$ cat config.mk
export PLATFORM = sky130hd
export DESIGN_NAME = sync_filter_multi
export DESIGN_NICKNAME = d
export VERILOG_FILES = /design/src/rtl/sync_filter_multi.sv
export SDC_FILE = /design/constraint.sdc
export NUM_CORES = 1
export LEC_CHECK = 0
export ABC_AREA = 1
export CAP_MARGIN = 20
export CELL_PAD_IN_SITES_DETAIL_PLACEMENT = 1
export CELL_PAD_IN_SITES_GLOBAL_PLACEMENT = 1
export CORE_MARGIN = 10
export CORE_UTILIZATION = 34
export DETAILED_ROUTE_END_ITERATION = 10
export HOLD_SLACK_MARGIN = 0.12
export PLACE_DENSITY_LB_ADDON = 0.1
export SYNTH_ARGS = -nofsm -noshare
export SYNTH_HDL_FRONTEND = slang
export SYNTH_SLANG_ARGS = --single-unit
$ cat constraint.sdc
create_clock -name clk -period 1.1 [get_ports clk]
set_input_delay 0.11 -clock clk [delete_from_list [all_inputs] [get_ports clk]]
set_output_delay 0.11 -clock clk [all_outputs]
set_load 0.1 [all_outputs]
$ cat src/rtl/sync_filter_multi.sv
// Multi-channel boundary conditioner. Each channel passes through a flop-chain synchroniser and a debounce filter.
// The filter registers a debounced level, one-cycle rise and fall pulses, and a combined any_change flag.
module sync_filter_multi #(
    parameter int               WIDTH      = 8,
    parameter int               STAGES     = 2,
    parameter int               FILTER_LEN = 4,
    parameter logic [WIDTH-1:0] RST_VAL    = {WIDTH{1'b0}}
) (
    input  logic             clk,
    input  logic             rst,
    input  logic [WIDTH-1:0] async_in,
    output logic [WIDTH-1:0] sync_out,
    output logic [WIDTH-1:0] filt_out,
    output logic [WIDTH-1:0] rise_out,
    output logic [WIDTH-1:0] fall_out,
    output logic             any_change
);
    localparam int               CNT_W   = (FILTER_LEN > 1) ? $clog2(FILTER_LEN) : 1;
    localparam logic [CNT_W-1:0] CNT_MAX = CNT_W'(FILTER_LEN - 1);

    logic [WIDTH-1:0] chain [STAGES];
    logic [CNT_W-1:0] cnt   [WIDTH];
    logic [WIDTH-1:0] flip;

    assign sync_out = chain[STAGES-1];

    // Pure flop chain with no logic between stages, so metastability stays in stage 0.
    always_ff @(posedge clk) begin
        if (rst) begin
            for (int s = 0; s < STAGES; s++) chain[s] <= RST_VAL;
        end else begin
            // NOTE: non-blocking assignments let every stage capture its predecessor's old value, forming a true shift register.
            chain[0] <= async_in;
            for (int s = 1; s < STAGES; s++) chain[s] <= chain[s-1];
        end
    end

    // A channel flips once its disagreement has lasted FILTER_LEN consecutive cycles.
    always_comb begin
        flip = '0;
        for (int i = 0; i < WIDTH; i++)
            flip[i] = (sync_out[i] != filt_out[i]) && (cnt[i] == CNT_MAX);
    end

    always_ff @(posedge clk) begin
        if (rst) begin
            filt_out   <= RST_VAL;
            rise_out   <= '0;
            fall_out   <= '0;
            any_change <= 1'b0;
            for (int i = 0; i < WIDTH; i++) cnt[i] <= '0;
        end else begin
            filt_out   <= (filt_out & ~flip) | (sync_out & flip);
            rise_out   <= flip & sync_out;
            fall_out   <= flip & ~sync_out;
            any_change <= |flip;
            for (int i = 0; i < WIDTH; i++) begin
                if (sync_out[i] == filt_out[i] || flip[i]) cnt[i] <= '0;
                else                                       cnt[i] <= cnt[i] + 1'b1;
            end
        end
    end
endmodule

Word-level counts from Yosys, hierarchy flattened
Memories as Yosys holds them, arrays and structs flattened. Index checks and enable logic that the tools add are counted.

Flip-flop bits (word level): 25. RAM bits: 32. Input port bits: 10. Output and inout bits: 33. Word-level logic and storage cells: 148. Memories kept: 2.

Add/subtract/negate cells: 8. Equal/unequal tests: 24. Muxes and demuxes: 69. Bitwise gates (word level): 24. Reductions and logical operators: 17.

Memories: chain (depth 2, bits a word 8, read ports 2, clocked after Yosys merged registers in 0, wr ports 2, line 21) `logic [WIDTH-1:0] chain [STAGES];`; cnt (depth 8, bits a word 2, read ports 8, clocked after Yosys merged registers in 0, wr ports 8, line 22) `logic [CNT_W-1:0] cnt [WIDTH];`.

Operators with widths (count): 1-bit 2-to-1 mux (51); 2-bit 2-to-1 mux (16); 8-bit AND (3); 1-bit OR (18); 2-bit by 1-bit adder with 2-bit output, second input constant (8); 2-bit equality test, second input constant (8); 8-bit 2-to-1 mux (2); 8-bit NOT (2); 1-bit equality test (8); 1-bit logical AND (8); 1-bit logical OR (8); 1-bit != test (8); 8-bit OR (1); 8-bit OR reduction (1).

Logic depth before layout (Yosys ltp)
Depth after elaboration: 8. Gate-level depth with buffers: 7. Depth with buffers taken out: 7.

Least setup slack after synthesis
No wires, ideal clock.

Path kind: register to register. From: register (tool-made name). To: register any_change. Library setup time: 117 ps. Arrival: 1532 ps. Data required time: 983 ps. Slack: -549 ps. Cell stages (with the launch flop): 6. Path buffers: 0. Period minus slack after synthesis: 1649 ps. Cells stage by stage: dfxtp_1 > nand2_1 > nand3_2 > nand2_1 > nor2_1 > a21oi_2.

RTL lines: end signal: assignment (line 56) `any_change <= |flip;`; end: declaration (line 16) `output logic any_change`.

==> results.yml <==
floorplan:
  die_width_microns: 100
  die_area_sq_um: 10100
  floorplan.initialDensity_pct: 34.8
  row_count: 29
  core_area_sq_um: 6310
  design.portCount: 43
  chipHeight_microns: 100
setup_path:
  cp.buffers_inverters: 2
  reg2reg_depth: 7
  timing.critical_path.cells: "buf_4, inv_1, nand2_1, nand3_2, nand2_2, nor2_4, a21oi_2"
  critical-path-top-delay-family: "simple AND/OR/NAND/NOR gates"
  critical_path_peak_fanout: 2
  critical_path.startpoint_type: "flop"
  critPathMaxStageDelay_ns: 0.33
  cp_slowest_cell: "sky130_fd_sc_hd__dfxtp_2"
  worst_ep_arrival_time_ns: 1.31
  worstSetupPathDepth: 7
  critPathKind: "flop to flop"
  critPathCaptureType: "flop"
  cp_data_required_time_ns: 1.33
yosys:
  postSynth.asyncResetShare_pct: 0
  netlist_instances: 238
  synth_edf_count: 16
  post_synth.cell_area_avg_sq_um: 9.23
  netlist.area_leader.share_pct: 37.4
  yosysMostFrequentCell: "sky130_fd_sc_hd__inv_1"
  netlist.top_cell.by_area: "sky130_fd_sc_hd__dfxtp_1"
  dominantRegCellSynth: "sky130_fd_sc_hd__dfxtp_1"
  synth_area_sq_um: 2200
  synth-seq-cells: 57
  synth_commonest_cells: "43 x sky130_fd_sc_hd__inv_1, 41 x sky130_fd_sc_hd__dfxtp_1, 37 x sky130_fd_sc_hd__nor2_1, 31 x sky130_fd_sc_hd__nand2_1, 16 x sky130_fd_sc_hd__edfxtp_1"
  netlist-cell-type-count: 20
  ys_top_cells_by_area: "sky130_fd_sc_hd__dfxtp_1 37%, sky130_fd_sc_hd__edfxtp_1 22%, sky130_fd_sc_hd__inv_1 7.4%, sky130_fd_sc_hd__nor2_1 6.3%, sky130_fd_sc_hd__nand2_1 5.3%"
  synth_warnings: 0
  seq_area_frac_synth_pct: 59.3
clock_tree:
  cts_buffers: 9
  number_of_hold_repair_buffers_added_at_the_cts_stage: 0
  worst_skew_pair.late_latency_ns: 0.34
  clk_pin_slew_ns: 0.06
  cts-htree-levels: 3
  cts_sinks: 57
  tritoncts: "done"
  cts-root-buf: "sky130_fd_sc_hd__clkbuf_8"
  cts-root-to-sink-buffers: 2
power_and_ir_drop:
  power_frac_clock_pct: 37.0
  power_share_of_the_combinational_group_pct: 12.6
  intPower_mw: 3.32
  power.switching_fraction_pct: 26.1
  peakVddDrop_mv: 0.745
  seq_power_share_pct: 50.3
  power_switching_mw: 1.17
  cellPowerDensity_nw_per_um2: 1230
  leakage_nw: 1.57
route:
  drc: 0
  detail_route.wl_per_cell_microns: 12.3
  dr.pass1.iters: 3
  drt.antenna.violating_nets: 0
  vias: 1761
  drt_iter0_drc: 12
  drt-vias-per-instance: 4.25
  totalWireLength_microns: 5110
status:
  result_of_the_run: "completed"
timing:
  final.hold.worst_slack_ns: 0.295
  maxSlewViolCount: 0
  layout_setup_ws_ns: 0.0160
  final_period_minus_worst_setup_slack_ns: 1.08
  setup_violations: 0
  final.period_utilization_pct: 98.5
  rsz0062_at_grt: "true"
  timing.fmax_ghz: 0.922
  final.setup_skew_ns: 0.00751
  finalHoldViolCount: 0
hold_path:
  min_path_cells: 3
  hold_path.class: "input pin to flop"
layout:
  flow.area_growth_from_synthesis_pct: 66.7
  stdcell_area_sq_um: 3660
  drive_above_1_share_pct: 41.8
  seqCellArea_sq_um: 1340
  num-fill-cells: 700
  n_antenna_cell: 0
  final_net_count: 350
  multi_input_comb_area_sq_um: 810
job:
  cap_violations: 0
placement:
  placed_area_sq_um: 3260
  pre_cts_ws_ns: -0.253
  place_hpwl_microns: 3620
  io_buffers: 42
  finalWeightedCongestion: 0.719
global_route:
  grt_remaining_overflow: 0
  groute.layer.met2.usage_pct: 17.4
  grt_usage_pct: 10.4
  number_of_global_route_vias_before_repair: 1802
  gr-usage-met1_pct: 10.4
  grt_first_pass_wirelength_microns: 8170
  grt_antenna_before_repair: 0
  grt_start_max_net_pins: 24
  use_met3_pct: 4.26
  grt.busiest_layer: "met2"
[logic make-up after synthesis]
logic type,after synthesis,synth area share (%)
and+or+nand+nor,100,21.0
buffers and inverters,61,12.4
adders and majority gates,8,4.56
DFF,57,59.3
AOI/OAI and AO/OA,11,2.68
other,1,0.171
[placed cells by master (no fill, tap or decap), drive strengths merged]
cell and instances:
ha 8, nand4 6, nor3 14, clkinv 4, a21oi 8, clkdlybuf4s50 9, nor2 37, inv 48
nand3 10, nand2 33, edfxtp 16, conb 16, dfxtp 41, clkbuf 12, o21ai 3, buf 72
[metal layers]
metal,vias to the layer above,routed length [microns],share of wire (%)
met5,-,0,0
met4,0,113,2.2
met2,35,2660,52
met3,9,309,6.1
li1,907,-,-
met1,810,2020,40
[stage by stage]
stage                     setup TNS, ns  power (mW)  utilization [%]  std cells
final                                 0        4.49             58.0        414
after global routing             -0.167        4.71             58.0        414
after detailed placement          -4.65        2.81             51.6        387
after global placement            -3.57        2.80             51.6        387
after CTS                      -0.00561        4.51             55.2        407
after floorplan                       0        2.60                -        253
[area by class of cell]
type                       instances  area share, %
clock inverter                     4          0.547
tap                               77           2.63
inverter                          48           4.92
sequential                        57           36.6
timing repair buffer              81           29.2
clock buffer                      12           3.97
multi-input combinational        135           22.1
[final timing paths]
path | startpoint | endpoint | slack (ns)
setup / recovery | chain[0][9] | any_change | 0.02
setup reg to reg | chain[0][9] | any_change | 0.02
hold reg to reg | chain[0][2] | chain[0][10] | 0.39
hold / removal | async_in[6] | chain[0][6] | 0.29
[power groups by stage]
stage	clock network [mW]	registers (mW)	logic, mW
floorplan	0	2.36	0.241
global placement	0	2.29	0.508
detailed placement	0	2.29	0.515
CTS	1.73	2.25	0.529
global route	1.82	2.27	0.614
finish	1.66	2.26	0.566
[worst reg2reg max path: stages, from the launching register on]
cell and delay [ns]:
sky130_fd_sc_hd__dfxtp_2 0.33, sky130_fd_sc_hd__buf_4 0.13, sky130_fd_sc_hd__inv_1 0.06, sky130_fd_sc_hd__nand2_1 0.11, sky130_fd_sc_hd__nand3_2 0.10, sky130_fd_sc_hd__nand2_2 0.08
sky130_fd_sc_hd__nor2_4 0.13, sky130_fd_sc_hd__a21oi_2 0.06
[repair_timing]
item                                    CTS  global route
setup buffers                             6             7
cloned                                    0             0
pin swaps                                 3            26
gates resized for setup                  16            28
endpoints found under the setup margin   23            23
hold endpoints to repair                  0             0
(Power assumes the default switching activity.)
